$ cat config.mk
export PLATFORM = sky130hd
export DESIGN_NAME = video_mode_sched_flat
export DESIGN_NICKNAME = d
export VERILOG_FILES = /design/src/rtl/video_cond_pkg.sv /design/src/rtl/video_mode_sched_if.sv /design/src/rtl/video_mode_sched_line_meter.sv /design/src/rtl/video_mode_sched.sv /design/src/flat_wrapper.sv
export SDC_FILE = /design/constraint.sdc
export NUM_CORES = 1
export LEC_CHECK = 0
export CORE_ASPECT_RATIO = 0.7
export CORE_MARGIN = 5
export CORE_UTILIZATION = 35
export CTS_CLUSTER_SIZE = 14
export DETAILED_ROUTE_END_ITERATION = 6
export PLACE_DENSITY = 0.58
export SLEW_MARGIN = 15
export SYNTH_ARGS = -nofsm -noshare
export SYNTH_HDL_FRONTEND = slang
export SYNTH_HIERARCHICAL = 1
export SYNTH_SLANG_ARGS = --single-unit
$ cat constraint.sdc
create_clock -name clk -period 4.3 [get_ports clk]
set_clock_uncertainty 0.15 [all_clocks]
set_input_delay 0.86 -clock clk [delete_from_list [all_inputs] [get_ports clk]]
set_output_delay 0.86 -clock clk [all_outputs]
set_load 0.01 [all_outputs]
$ cat src/rtl/video_cond_pkg.sv
// rtl/video_cond_pkg.sv - shared types, thresholds and classifier for the video mode scheduler
package video_cond_pkg;

  // Horizontal mode as seen by the conditioning datapath.
  typedef enum logic [1:0] {
    RES_H_248    = 2'd0,
    RES_H_256    = 2'd1,
    RES_H_320    = 2'd2,
    RES_H_320COR = 2'd3
  } res_h_t;

  // Vertical mode derived from the VDP M5/M2 bits.
  typedef enum logic [1:0] {
    RES_V_192 = 2'd0,
    RES_V_224 = 2'd1,
    RES_V_240 = 2'd2
  } res_v_t;

  // Active-pixel thresholds separating H40 / H32 / narrow modes.
  localparam int H_THR_320 = 300;
  localparam int H_THR_256 = 252;

  // One frame's worth of measured configuration.
  typedef struct packed {
    res_h_t res_h;
    res_v_t res_v;
    logic   border;
  } cand_t;

  typedef enum logic [1:0] {
    ST_IDLE   = 2'd0,
    ST_TRACK  = 2'd1,
    ST_COMMIT = 2'd2
  } sched_state_t;

  // Classify the widest active line of a frame into a horizontal mode.
  function automatic res_h_t classify_h(input logic [15:0] px, input logic corr);
    if (px > 16'(H_THR_320)) begin
      return corr ? RES_H_320COR : RES_H_320;
    end else if (px > 16'(H_THR_256)) begin
      return RES_H_256;
    end else begin
      return RES_H_248;
    end
  endfunction

endpackage

$ cat src/rtl/video_mode_sched_if.sv
// rtl/video_mode_sched_if.sv - VDP measurement inputs and committed mode outputs
interface video_mode_sched_if;
  logic       ce_pix;
  logic       vdp_de_h;
  logic       vdp_de_v;
  logic       hs_in;
  logic       vs_in;
  logic       vdp_intfield;
  logic       vdp_m2;
  logic       vdp_m5;
  logic       border_req;
  logic       h40corr_req;
  logic [1:0] res_h;
  logic [1:0] res_v;
  logic       border_en;
  logic       interlace;
  logic       f1;
  logic       commit;
  logic       locked;

  // Video source / OSD side: drives the VDP timing and requests, reads the committed mode.
  modport master (
    output ce_pix, vdp_de_h, vdp_de_v, hs_in, vs_in, vdp_intfield,
           vdp_m2, vdp_m5, border_req, h40corr_req,
    input  res_h, res_v, border_en, interlace, f1, commit, locked
  );

  // Scheduler side.
  modport slave (
    input  ce_pix, vdp_de_h, vdp_de_v, hs_in, vs_in, vdp_intfield,
           vdp_m2, vdp_m5, border_req, h40corr_req,
    output res_h, res_v, border_en, interlace, f1, commit, locked
  );
endinterface

$ cat src/rtl/video_mode_sched_line_meter.sv
// rtl/video_mode_sched_line_meter.sv - sync edge detect and widest-active-line measurement
module vid_line_meter #(
  parameter int PCNT_W = 9
) (
  input  logic              clk,
  input  logic              reset,
  input  logic              ce_pix,
  input  logic              de_h,
  input  logic              de_v,
  input  logic              hs_in,
  input  logic              vs_in,
  output logic              line_end,
  output logic              frame_end,
  output logic [PCNT_W-1:0] line_max
);

  localparam logic [PCNT_W-1:0] PCNT_MAX = '1;

  logic              hs_d;
  logic              vs_d;
  logic [PCNT_W-1:0] pcnt;
  logic [PCNT_W-1:0] max_q;
  logic              fold;

  // Falling edges of the active-low syncs mark line and frame boundaries.
  assign line_end  = hs_d & ~hs_in;
  assign frame_end = vs_d & ~vs_in;

  // The line finishing this cycle is folded in combinationally, so a line_end
  // coincident with frame_end still contributes to the frame's classification.
  assign fold     = line_end & de_v & (pcnt > max_q);
  assign line_max = fold ? pcnt : max_q;

  // Registered sync copies; cleared low so reset release never fakes an edge.
  always_ff @(posedge clk) begin
    if (reset) begin
      hs_d <= 1'b0;
      vs_d <= 1'b0;
    end else begin
      hs_d <= hs_in;
      vs_d <= vs_in;
    end
  end

  // Saturating per-line pixel counter; the line_end clear beats a coincident increment.
  always_ff @(posedge clk) begin
    if (reset) begin
      pcnt <= '0;
    end else if (line_end) begin
      pcnt <= '0;
    end else if (de_h && ce_pix && (pcnt != PCNT_MAX)) begin
      pcnt <= pcnt + 1'b1;
    end
  end

  // Widest active line of the current frame, restarted at every frame boundary.
  always_ff @(posedge clk) begin
    if (reset) begin
      max_q <= '0;
    end else if (frame_end) begin
      max_q <= '0;
    end else begin
      max_q <= line_max;
    end
  end

endmodule

$ cat src/rtl/video_mode_sched.sv
// rtl/video_mode_sched.sv - debounced frame-boundary mode scheduler for the VDP conditioning path
module video_mode_sched #(
  parameter int STABLE_FRAMES = 3,
  parameter int PCNT_W        = 9
) (
  input  logic               clk,
  input  logic               reset,
  video_mode_sched_if.slave  vif
);
  import video_cond_pkg::*;

  localparam logic [3:0] STAB_N = 4'(STABLE_FRAMES);

  logic              line_end;
  logic              frame_end;
  logic [PCNT_W-1:0] line_max;
  logic              meter_unused;

  sched_state_t state;
  cand_t        cand;
  cand_t        prev_cand;
  cand_t        committed;
  logic [3:0]   stab_cnt;
  logic [3:0]   stab_next;
  logic         blank;
  logic         f1_q;
  logic         interlace_q;
  logic         commit_q;
  logic         locked_q;

  vid_line_meter #(
    .PCNT_W (PCNT_W)
  ) u_meter (
    .clk       (clk),
    .reset     (reset),
    .ce_pix    (vif.ce_pix),
    .de_h      (vif.vdp_de_h),
    .de_v      (vif.vdp_de_v),
    .hs_in     (vif.hs_in),
    .vs_in     (vif.vs_in),
    .line_end  (line_end),
    .frame_end (frame_end),
    .line_max  (line_max)
  );

  // Line boundaries are consumed inside the meter; the scheduler acts only on frame_end.
  assign meter_unused = line_end;

  // Frames with no active pixels at all carry no mode information.
  assign blank = (line_max == '0);

  // Candidate configuration for the frame ending now.
  always_comb begin
    cand        = '0;
    cand.res_h  = classify_h(16'(line_max), vif.h40corr_req);
    cand.res_v  = !vif.vdp_m5 ? RES_V_192 : (!vif.vdp_m2 ? RES_V_224 : RES_V_240);
    cand.border = vif.border_req;
  end

  // Stability count after this frame: extend a run of identical frames, else restart at 1.
  always_comb begin
    stab_next = 4'd1;
    if (cand == prev_cand) begin
      stab_next = (stab_cnt >= STAB_N) ? STAB_N : stab_cnt + 4'd1;
    end
  end

  // Scheduler FSM with all outputs registered; commits only in the cycle after frame_end.
  always_ff @(posedge clk) begin
    if (reset) begin
      state       <= ST_IDLE;
      prev_cand   <= '0;
      committed   <= '0;
      stab_cnt    <= '0;
      f1_q        <= 1'b0;
      interlace_q <= 1'b0;
      commit_q    <= 1'b0;
      locked_q    <= 1'b0;
    end else begin
      commit_q <= 1'b0;
      locked_q <= (stab_cnt >= STAB_N) && (prev_cand == committed);
      unique case (state)
        // The frame in progress at reset is partial: its end only arms tracking.
        ST_IDLE: begin
          if (frame_end) begin
            state <= ST_TRACK;
          end
        end
        ST_TRACK: begin
          if (frame_end && !blank) begin
            stab_cnt    <= stab_next;
            prev_cand   <= cand;
            f1_q        <= vif.vdp_intfield;
            interlace_q <= f1_q ^ vif.vdp_intfield;
            if ((stab_next >= STAB_N) && (cand != committed)) begin
              state <= ST_COMMIT;
            end
          end
        end
        // One-cycle load of the debounced candidate; a frame_end cannot land here
        // because frames are many cycles apart.
        ST_COMMIT: begin
          committed <= prev_cand;
          commit_q  <= 1'b1;
          state     <= ST_TRACK;
        end
        default: begin
          state <= ST_IDLE;
        end
      endcase
    end
  end

  assign vif.res_h     = committed.res_h;
  assign vif.res_v     = committed.res_v;
  assign vif.border_en = committed.border;
  assign vif.interlace = interlace_q;
  assign vif.f1        = f1_q;
  assign vif.commit    = commit_q;
  assign vif.locked    = locked_q;

endmodule

$ cat src/flat_wrapper.sv
// flat-port wrapper written by rule: the top's interface ports become plain ports
module video_mode_sched_flat import video_cond_pkg::*;
#(
  parameter int STABLE_FRAMES = 3,
  parameter int PCNT_W        = 9
)
  (clk, reset, vif_ce_pix, vif_vdp_de_h, vif_vdp_de_v, vif_hs_in, vif_vs_in, vif_vdp_intfield, vif_vdp_m2, vif_vdp_m5, vif_border_req, vif_h40corr_req, vif_res_h, vif_res_v, vif_border_en, vif_interlace, vif_f1, vif_commit, vif_locked);
  video_mode_sched_if vif_i ();
  input  logic clk;
  input  logic reset;
  input wire logic [$bits(vif_i.ce_pix)-1:0] vif_ce_pix;
  input wire logic [$bits(vif_i.vdp_de_h)-1:0] vif_vdp_de_h;
  input wire logic [$bits(vif_i.vdp_de_v)-1:0] vif_vdp_de_v;
  input wire logic [$bits(vif_i.hs_in)-1:0] vif_hs_in;
  input wire logic [$bits(vif_i.vs_in)-1:0] vif_vs_in;
  input wire logic [$bits(vif_i.vdp_intfield)-1:0] vif_vdp_intfield;
  input wire logic [$bits(vif_i.vdp_m2)-1:0] vif_vdp_m2;
  input wire logic [$bits(vif_i.vdp_m5)-1:0] vif_vdp_m5;
  input wire logic [$bits(vif_i.border_req)-1:0] vif_border_req;
  input wire logic [$bits(vif_i.h40corr_req)-1:0] vif_h40corr_req;
  output wire logic [$bits(vif_i.res_h)-1:0] vif_res_h;
  output wire logic [$bits(vif_i.res_v)-1:0] vif_res_v;
  output wire logic [$bits(vif_i.border_en)-1:0] vif_border_en;
  output wire logic [$bits(vif_i.interlace)-1:0] vif_interlace;
  output wire logic [$bits(vif_i.f1)-1:0] vif_f1;
  output wire logic [$bits(vif_i.commit)-1:0] vif_commit;
  output wire logic [$bits(vif_i.locked)-1:0] vif_locked;
  assign vif_i.ce_pix = vif_ce_pix;
  assign vif_i.vdp_de_h = vif_vdp_de_h;
  assign vif_i.vdp_de_v = vif_vdp_de_v;
  assign vif_i.hs_in = vif_hs_in;
  assign vif_i.vs_in = vif_vs_in;
  assign vif_i.vdp_intfield = vif_vdp_intfield;
  assign vif_i.vdp_m2 = vif_vdp_m2;
  assign vif_i.vdp_m5 = vif_vdp_m5;
  assign vif_i.border_req = vif_border_req;
  assign vif_i.h40corr_req = vif_h40corr_req;
  assign vif_res_h = vif_i.res_h;
  assign vif_res_v = vif_i.res_v;
  assign vif_border_en = vif_i.border_en;
  assign vif_interlace = vif_i.interlace;
  assign vif_f1 = vif_i.f1;
  assign vif_commit = vif_i.commit;
  assign vif_locked = vif_i.locked;
  video_mode_sched #(.STABLE_FRAMES(STABLE_FRAMES), .PCNT_W(PCNT_W)) u_core (.clk(clk), .reset(reset), .vif(vif_i));
endmodule
* After elaboration in Yosys (flattened, before gate mapping)
Index checks and enable logic that the tools add are counted.
** Storage, ports and cells
- Bits in registers :: 40
- Output and inout bits :: 9
- Logic and storage cells :: 64
** Cells by class
- Add/subtract/negate cells :: 2
- $lt $le $gt $ge :: 5
- Equal/unequal tests :: 9
- Mux-type cells :: 13
- Bitwise gates (word level) :: 7
- Reductions and logical operators :: 12
** Operator list (count)
- 2-to-1 mux 2 bit :: 6
- equality test 5 bit :: 2
- adder 9 x 1 -> 9 bit, second input constant :: 1
- greater-than comparator 9 x 8 -> 1 bit, second input constant :: 1
- greater-than comparator 9 bit :: 1
- greater-than comparator 9 bit, second input constant :: 1
- logical NOT 9 bit :: 1
- 2-to-1 mux 9 bit :: 1
- inequality test 9 bit, second input constant :: 1
- greater-or-equal comparator 4 x 2 -> 1 bit, second input constant :: 2
- 2-to-1 mux 4 bit :: 2
- inequality test 2 x 1 -> 1 bit, second input constant :: 3
- one-hot mux 2 bit (3 select lines) :: 1
- logical AND 1 bit :: 5
- inequality test 5 bit :: 1
- adder 4 x 1 -> 4 bit, second input constant :: 1
- bitwise AND 1 bit :: 4
- OR reduction 2 bit :: 2
- 2-to-1 mux 1 bit :: 3
- AND reduction 3 bit :: 1
- equality test 2 x 1 -> 1 bit, second input constant :: 1
- equality test 2 bit, second input constant :: 1
- logical NOT 2 bit :: 1
- inverter 1 bit :: 2
- 3 further kinds :: 3

* Longest topological paths before layout
Gate-level depths: netlist of run 1.
- Depth after elaboration :: 15
- Mapped depth :: 13
- Depth with buffers taken out :: 12

* Hierarchy
The synthesis of run 1 kept the hierarchy.
** By module, submodules not included
- vid_line_meter :: instances 1, cells an instance 131, area each 1179.9 um^2
- video_mode_sched :: instances 1, cells an instance 120, area each 1081.0 um^2

* Worst setup path after synthesis of run 1
No wires, ideal clock.
- Kind :: flip-flop to flip-flop
- Start :: reg u_core.u_meter.pcnt[1]
- End :: reg u_core.stab_cnt[0]
- Setup time :: 119 ps
- Arrival time :: 2851 ps
- Path slack :: 1180 ps
- Cell stages (with the launch flop) :: 12
- Cells stage by stage :: dfxtp_1 > ha_1 > nor2b_4 > o21a_1 > o21a_1 > o2111ai_4 > mux2_2 > a211o_1 > nor3_2 > o31a_1 > o2111ai_1 > o221a_1
** Between the ends
- Cells in the longest elaborated chain, start to end :: 8
- Elaborated cells between the ends (all ways) :: 13
** Ends and longest elaborated chain
- start, declared :: line video_mode_sched_line_meter.sv:21 : logic [PCNT_W-1:0] pcnt;
- start signal, assigned :: line video_mode_sched_line_meter.sv:52 : pcnt <= pcnt + 1'b1;
- greater-than comparator 9 bit * :: line video_mode_sched_line_meter.sv:31 : assign fold = line_end & de_v & (pcnt > max_q);
- bitwise AND 1 bit * :: line video_mode_sched_line_meter.sv:31
- 2-to-1 mux 9 bit * :: line video_mode_sched_line_meter.sv:32 : assign line_max = fold ? pcnt : max_q;
- via u_core.line_max[4] :: line video_mode_sched.sv:16 : logic [PCNT_W-1:0] line_max;
- greater-than comparator 9 x 8 -> 1 bit :: line video_cond_pkg.sv:40 : end else if (px > 16'(H_THR_256)) begin
- 2-to-1 mux 1 bit :: line video_cond_pkg.sv:40
- 2-to-1 mux 2 bit :: line video_cond_pkg.sv:38 : if (px > 16'(H_THR_320)) begin
- equality test 5 bit :: line video_mode_sched.sv:63 : if (cand == prev_cand) begin
- 2-to-1 mux 4 bit :: line video_mode_sched.sv:63
- end signal, assigned :: line video_mode_sched.sv:91 : stab_cnt <= stab_next;
- end, declared :: line video_mode_sched.sv:23 : logic [3:0] stab_cnt;
The timed path passes the listed nets; every way through them passes the cells marked *.
A chain may end at the register's enable or synchronous reset.

* Worst setup path after layout of run 1
- Start :: reg u_core.u_meter.pcnt[4]
- End :: reg u_core.stab_cnt[0]
** Between the ends
- Cells in the longest elaborated chain, start to end :: 8
- Elaborated cells between the ends (all ways) :: 13
** Ends and longest elaborated chain (line)
- greater-than comparator 9 bit :: video_mode_sched_line_meter.sv:31
- bitwise AND 1 bit :: video_mode_sched_line_meter.sv:31
- 2-to-1 mux 9 bit * :: video_mode_sched_line_meter.sv:32
- via u_core.line_max[4] :: video_mode_sched.sv:16
- greater-than comparator 9 x 8 -> 1 bit :: video_cond_pkg.sv:40
- 2-to-1 mux 1 bit :: video_cond_pkg.sv:40
- 2-to-1 mux 2 bit :: video_cond_pkg.sv:38
- equality test 5 bit :: video_mode_sched.sv:63
- 2-to-1 mux 4 bit :: video_mode_sched.sv:63
Marked as above.

==> results of run 1 <==
-- cells by family (layout without fill, tap and decap cells) --
family          after synthesis  in the layout  synth area share (%)
buf+inv                      23             43                  4.21
mux                          28             28                  12.9
compound gates               37             37                  12.8
simple gates                 97             97                  22.6
fa+ha+maj                    12             12                  6.64
xor+xnor                     14             14                  5.42
flops                        40             40                  35.4
-- where the power goes --
group          internal, W  switching, W
sequential        0.000373    0.00000239
clock             0.000172      0.000136
combinational    0.0000191     0.0000227
-- stage by stage --
stage	hold slack, ns	util [%]	std cells	setup WS (ns)	cell area, um^2
2_1_floorplan	0.294	-	251	1.18	2260
3_3_place_gp	0.310	40.4	341	0.740	2520
3_5_place_dp	0.320	40.4	341	0.640	2520
4_1_cts	0.331	42.1	349	0.850	2630
5_1_grt	0.355	42.1	349	0.658	2630
6_report	0.329	42.1	349	0.800	2630
-- area by class of cell --
class / count / area, um^2
clock buffers: 6 / 72.6
clock inverters: 2 / 35.0
fillers: 624 / 3610
inverters: 14 / 52.6
multi-input cells: 188 / 1370
flip-flops and latches: 40 / 801
well taps: 78 / 97.6
repair buffers: 21 / 208
-- synth_stat cells (6+ instances only) --
library cell	n	share of area (%)
mux2_2	9	4.5
inv_1	14	2.3
nor2b_1	6	1.7
nor2_1	24	4.0
a21oi_1	11	2.4
nand4_1	10	2.8
ha_1	12	6.6
nand2_1	25	4.2
xnor2_1	6	2.3
mux2i_1	18	8.0
xor2_1	8	3.1
clkbuf_1	6	1.0
dfxtp_1	40	35
-- worst paths after layout --
path	start	to	slack, ns	depth (start not counted)
setup / recovery	u_core/u_meter/pcnt[4]	u_core/stab_cnt[0]	0.80	10
setup reg to reg	u_core/u_meter/pcnt[4]	u_core/stab_cnt[0]	0.80	10
hold / removal	u_core/u_meter/max_q[7]	u_core/u_meter/max_q[7]	0.33	2
hold reg to reg	u_core/u_meter/max_q[7]	u_core/u_meter/max_q[7]	0.33	2
-- state kept, by name, summed over array words and instances (netlist names) --
name                  cells
u_core/u_meter/hs_d       1
u_core/vif.commit         1
u_core/vif.res_h          2
u_core/state              2
u_core/vif.border_en      1
u_core/stab_cnt           4
u_core/u_meter/max_q      9
u_core/vif.res_v          2
u_core/vif.f1             1
u_core/u_meter/vs_d       1
u_core/prev_cand          5
u_core/vif.locked         1
u_core/vif.interlace      1
u_core/u_meter/pcnt       9
-- cell usage in the layout (no fill, tap or decap), types with 2 or more instances in the layout --
master	Yosys	final
a211o_1	2	2
a211oi_1	2	2
a21oi_1	11	11
clkbuf_8	0	5
clkdlybuf4s50_1	0	20
dfxtp_1	40	40
ha_1	12	12
inv_1	14	14
mux2_2	9	9
mux2i_1	18	18
nand2_1	25	25
nand2b_1	3	3
nand3_1	4	4
nand4_1	10	10
nand4b_1	2	2
nor2_1	24	24
nor2b_1	6	6
nor3_1	3	3
nor3_2	2	2
nor3b_1	2	2
nor4_1	4	4
o2111ai_1	2	2
o21a_1	3	3
o21ai_0	3	3
o221ai_1	2	2
or3_1	4	4
xnor2_1	6	6
xor2_1	8	8
-- layer usage --
| layer | track usage (%) | up-vias | wire length [um] |
|---|---|---|---|
| li1 | - | 936 | - |
| met1 | 20.0 | 842 | 2910 |
| met2 | 16.2 | 26 | 1860 |
| met3 | 3.19 | 7 | 192 |
| met4 | 5.17 | 0 | 88 |
| met5 | 0 | - | 0 |
-- tightest hold or removal path, cell delays in order, from the launching register on --
cell     delay (ns)
dfxtp_1        0.32
nand2_1        0.05
mux2i_1        0.06
==> run_results.csv, run 1 <==
group,metric,value,unit
die,coreArea,6250,um^2
cts,clock_sinks,40,
detailed_routing,ant_nets,0,
sta,fin_crit,3.50,ns
grt,grt_pass1_wl,8.41,mm
critical_path,critPathKind,"flip-flop to flip-flop",
sta,fmax,286,MHz
synth,ys_ff_latch,40,
synth,synth_edf_count,0,
sta,relSlewSlack,25.0,%
power_and_ir_drop,powerDensity,276,nW/um^2
sta,grt_setup_unrepaired,"no",
sta,setup_viol,0,
power_and_ir_drop,irDropWorstVdd,108,uV
die,ioPinCount,21,
placed_design,gp_congestion,0.846,
placed_design,portBuffers,20,
synth,postSynth.asyncResetShare,0,%
power_and_ir_drop,report.power.total,0.000725,W
cts,cts_tree,"yes",
critical_path,critPathMostFrequentCell,"a21oi_1",
critical_path,crit_slowest_cell,"dfxtp_1",
critical_path,cp-end-kind,"flip-flop",
die,dieHeight,77.2,um
cts,cts.path.max_buffers,2,
synth,synthCells,251,
critical_path,path_buf_inv,0,
critical_path,start_kind,"flip-flop",
synth,syn-cell-area,2260,um^2
cells_and_area,insertedDiodeCount,0,
min_path,hold_path.class,"flip-flop to flip-flop",
detailed_routing,wl,5.05,mm
critical_path,cp_data_arrival_time,3.54,ns
grt,grt-ovfl-total,0,
synth,syn_area_per_cell,9.01,um^2
sta,tightestPinTransition,1.12,ns
die,die_area,8190,um^2
critical_path,critPathMaxFanout,9,
die,rows,24,
cells_and_area,drive_gt1_share,9.59,%
detailed_routing,post_drt_wl_per_cell,14.5,um
cts,cts_buffers,5,
cts,cts_hold_buf,0,
sta,hold_viol,0,
grt,grt_pass1_vias,1678,
grt,antenna_found_initial,0,
synth,syn-num-nets,275,
sta,tns,0,ns
detailed_routing,vias,1811,
power_and_ir_drop,p_leak,0.913,nW
cells_and_area,syn2layout_area_growth,16.4,%
critical_path,crit_required,4.34,ns
detailed_routing,drt_first_pass_iters,4,
critical_path,slowest_delay,0.49,ns
detailed_routing,drc,0,
critical_path,worstPathCellList,"ha_1 -> a21oi_1 -> o221ai_1 -> o2111ai_4 -> mux2_2 -> a211oi_2 -> a21oi_1 -> xnor2_1 -> o2111ai_1 -> o221a_1",
cts,ctsRootBufferMaster,"clkbuf_8",
cells_and_area,nets,294,
cts,clk-insertion-delay-late,0.29,ns
job,max-cap-violations,0,
synth,ys_types,50,
cts,cts.reportedPaths.clkPinSlew,0.08,ns
grt,grt_usage,12.8,%
grt,grt_start_max_net_pins,24,
cts,cts_setup_buffers,0,
cts,htreeDepth,2,
placed_design,dp_hpwl,3.77,mm
detailed_routing,vias_per_cell,5.19,
sta,min_period_over_period,81.4,%
synth,ys_seq_area_share,35.4,%
cts,ctsResizeCount,0,
die,fp.dieW,106,um
critical_path,critPathTopFamily,"compound AO/OA/AOI/OAI gates",
detailed_routing,drtIter0Drc,90,
status,outcome,"completed",
sta,drv_slew,0,
synth,yosysWarnings,6,
synth,synth_top_flop_cell,"dfxtp_1",
die,initial_core_util,36.2,%
(Power assumes the default switching activity.)
==> inputs of run 2 (changes only) <==
==> constraint.sdc (replaced) <==
create_clock -name clk -period 3.35 [get_ports clk]
set_clock_uncertainty 0.15 [all_clocks]
set_input_delay 0.67 -clock clk [delete_from_list [all_inputs] [get_ports clk]]
set_output_delay 0.67 -clock clk [all_outputs]
set_load 0.01 [all_outputs]
==> run 2 against run 1 <==
  * Critical path depth rose by 2
  * Global-route usage up 0.051 points
  * Via count rose by 5.9%
  * Clock-buffer cell count is 1 higher
  * Total power grew 23%
  * Setup slack worse by 0.78 ns
  * Critical endpoint unchanged
  * Highest routed layer unchanged
  * Largest power group unchanged
  * Cell area up 14%
  * Register-to-register slack worse by 0.78 ns
  * Worst hold slack lost 0.016 ns
==> run_results.csv, run 2 (synthesis results as in run 1) <==
group,metric,value,unit
detailed_routing,drc,0,
grt,antenna_found_initial,0,
placed_design,portBuffers,20,
sta,min_period_over_period,99.4,%
cts,cts.reportedPaths.clkPinSlew,0.08,ns
critical_path,start_kind,"flip-flop",
cells_and_area,syn2layout_area_growth,32.5,%
detailed_routing,wl_met2,2.06,mm
cells_and_area,nets,318,
cts,ctsRootBufferMaster,"clkbuf_8",
sta,tns,0,ns
die,ioPinCount,21,
job,max-cap-violations,0,
placed_design,dp_hpwl,3.83,mm
critical_path,crit_path_end,"u_core/stab_cnt[0]",
cts,clk-insertion-delay-late,0.29,ns
die,coreArea,6250,um^2
critical_path,crit_path_start,"u_core/u_meter/max_q[8]",
power_and_ir_drop,irDropWorstVdd,145,uV
grt,grt-ovfl-total,0,
cells_and_area,reg_top3,"u_core/u_meter/max_q: 9 flops, u_core/u_meter/pcnt: 9 flops, u_core/prev_cand: 5 flops",
cts,clock_sinks,40,
detailed_routing,maxUsedRoutingLayer,"met4",
power_and_ir_drop,p_leak,1.08,nW
detailed_routing,ant_nets,0,
critical_path,r2r-start,"u_core/u_meter/max_q[8]",
critical_path,critPathKind,"flip-flop to flip-flop",
die,initial_core_util,36.2,%
cells_and_area,fillers,599,
critical_path,rr_endpoint,"u_core/stab_cnt[0]",
power_and_ir_drop,report.power.total,0.000894,W
detailed_routing,vias_per_cell,5.16,
critical_path,crit_slowest_cell,"o221ai_2",
cells_and_area,final_cell_mix,"dfxtp_1, nand2_1, nor2_1, buf_4, clkdlybuf4s50_1",
detailed_routing,wl_met3,199,um
cells_and_area,insertedDiodeCount,0,
critical_path,cp_data_arrival_time,3.36,ns
placed_design,gp_congestion,0.812,
critical_path,critPathMaxFanout,5,
sta,fmax,300,MHz
sta,relSlewSlack,27.9,%
status,outcome,"completed",
die,die_area,8190,um^2
cells_and_area,drive_gt1_share,25.2,%
grt,grt_pass1_vias,1703,
critical_path,crit_required,3.39,ns
detailed_routing,wl_met1,2.98,mm
cells_and_area,multi_input_area,1520,um^2
critical_path,cp-end-kind,"flip-flop",
detailed_routing,vias,1918,
power_and_ir_drop,powerDensity,298,nW/um^2
sta,grt_setup_unrepaired,"yes",
sta,fin_crit,3.33,ns
critical_path,path_depth,12,
critical_path,reg2reg_setup_slack,0.02,ns
cells_and_area,layout_commonest_cell,"dfxtp_1",
min_path,hold_path.class,"flip-flop to flip-flop",
sta,hold_viol,0,
cts,cts_tree,"yes",
cells_and_area,instances_no_fill,372,
sta,setup_viol,0,
critical_path,path_buf_inv,2,
critical_path,slowest_delay,0.37,ns
sta,tightestPinTransition,1.08,ns
placed_design,dpl.cell_count,356,
cts,cts_buffers,5,
cts,cts.path.max_buffers,2,
critical_path,reg2reg_depth,12,
critical_path,worstPathCellList,"inv_1 -> ha_4 -> nand4_1 -> o221ai_2 -> o2111ai_4 -> buf_12 -> mux2_4 -> a211o_1 -> nor3_4 -> o31a_1 -> o2111ai_2 -> o221a_1",
die,dieHeight,77.2,um
grt,grt_start_max_net_pins,23,
cts,cts_hold_buf,0,
detailed_routing,drt_first_pass_iters,4,
grt,grt_pass1_wl,8.52,mm
grt,grt_usage,12.9,%
cells_and_area,regArea,808,um^2
die,rows,24,
critical_path,critPathTopFamily,"compound AO/OA/AOI/OAI gates",
detailed_routing,drtIter0Drc,65,
detailed_routing,post_drt_wl_per_cell,14.3,um
cts,htreeDepth,2,
sta,drv_slew,0,
die,fp.dieW,106,um
detailed_routing,wl,5.30,mm
-- run 2: changes by cell type in the layout (fill, tap and decap cells not counted), sizes merged --
| cell | previous run | this run |
|---|---|---|
| bufinv | 1 | 0 |
| clkbuf | 6 | 8 |
| buf | 1 | 24 |
| clkinv | 1 | 0 |
-- run 2: timing repair --
| action | 4_1_cts | 5_1_grt |
|---|---|---|
| setup buffers | 2 | 6 |
| pin swaps | 3 | 15 |
| cloned | 0 | 1 |
| resized for setup | 3 | 28 |
| setup endpoints to repair | 4 | 6 |
-- run 2: metrics by stage --
| stage | util, % | cell area (um^2) | worst slack [ns] | hold slack (ns) |
|---|---|---|---|---|
| after floorplan | - | 2260 | 0.230 | 0.294 |
| after global placement | 42.2 | 2640 | 0.0220 | 0.309 |
| after detailed placement | 42.2 | 2640 | -0.0977 | 0.312 |
| after CTS | 44.4 | 2780 | 0.0311 | 0.326 |
| after global routing | 48.0 | 3000 | -0.0923 | 0.353 |
| final | 48.0 | 3000 | 0.0217 | 0.313 |
-- run 2: worst min path at each step --
stage                             from                      end  cells after the start
6_report       u_core/u_meter/max_q[1]  u_core/u_meter/max_q[1]                      2
3_3_place_gp   u_core/u_meter/max_q[7]  u_core/u_meter/max_q[7]                      2
5_1_grt             u_core/stab_cnt[2]       u_core/stab_cnt[2]                      1
2_1_floorplan  u_core/u_meter/max_q[1]  u_core/u_meter/max_q[1]                      2
4_1_cts        u_core/u_meter/max_q[8]  u_core/u_meter/max_q[8]                      2
3_5_place_dp   u_core/u_meter/max_q[8]  u_core/u_meter/max_q[8]                      2
-- run 2: area by class of cell --
class	instances	share of cell area (%)
Inverter	14	1.75
Tap cell	78	3.26
Clock buffer	7	3.22
Sequential cell	40	27.0
Multi-Input combinational cell	188	50.7
Timing Repair Buffer	45	14.1
-- run 2: worst register-to-register path, delay by kind of cell (launching register included) --
family	cells	cell delay, ns
mux	1	0.33
simple gates	2	0.36
buf+inv	2	0.25
flops	1	0.34
compound gates	6	1.53
fa+ha+maj	1	0.27
-- run 2: power by group --
group | internal (W) | switching (W)
Sequential | 0.000478 | 0.00000157
Clock | 0.000184 | 0.000168
Combinational | 0.0000299 | 0.0000319
-- run 2: per-layer routing --
layer | vias to the layer above | global-route usage (%)
met3 | 7 | 3.52
met4 | 0 | 3.49
li1 | 986 | -
met5 | - | 0
met1 | 896 | 20.5
met2 | 29 | 16.3
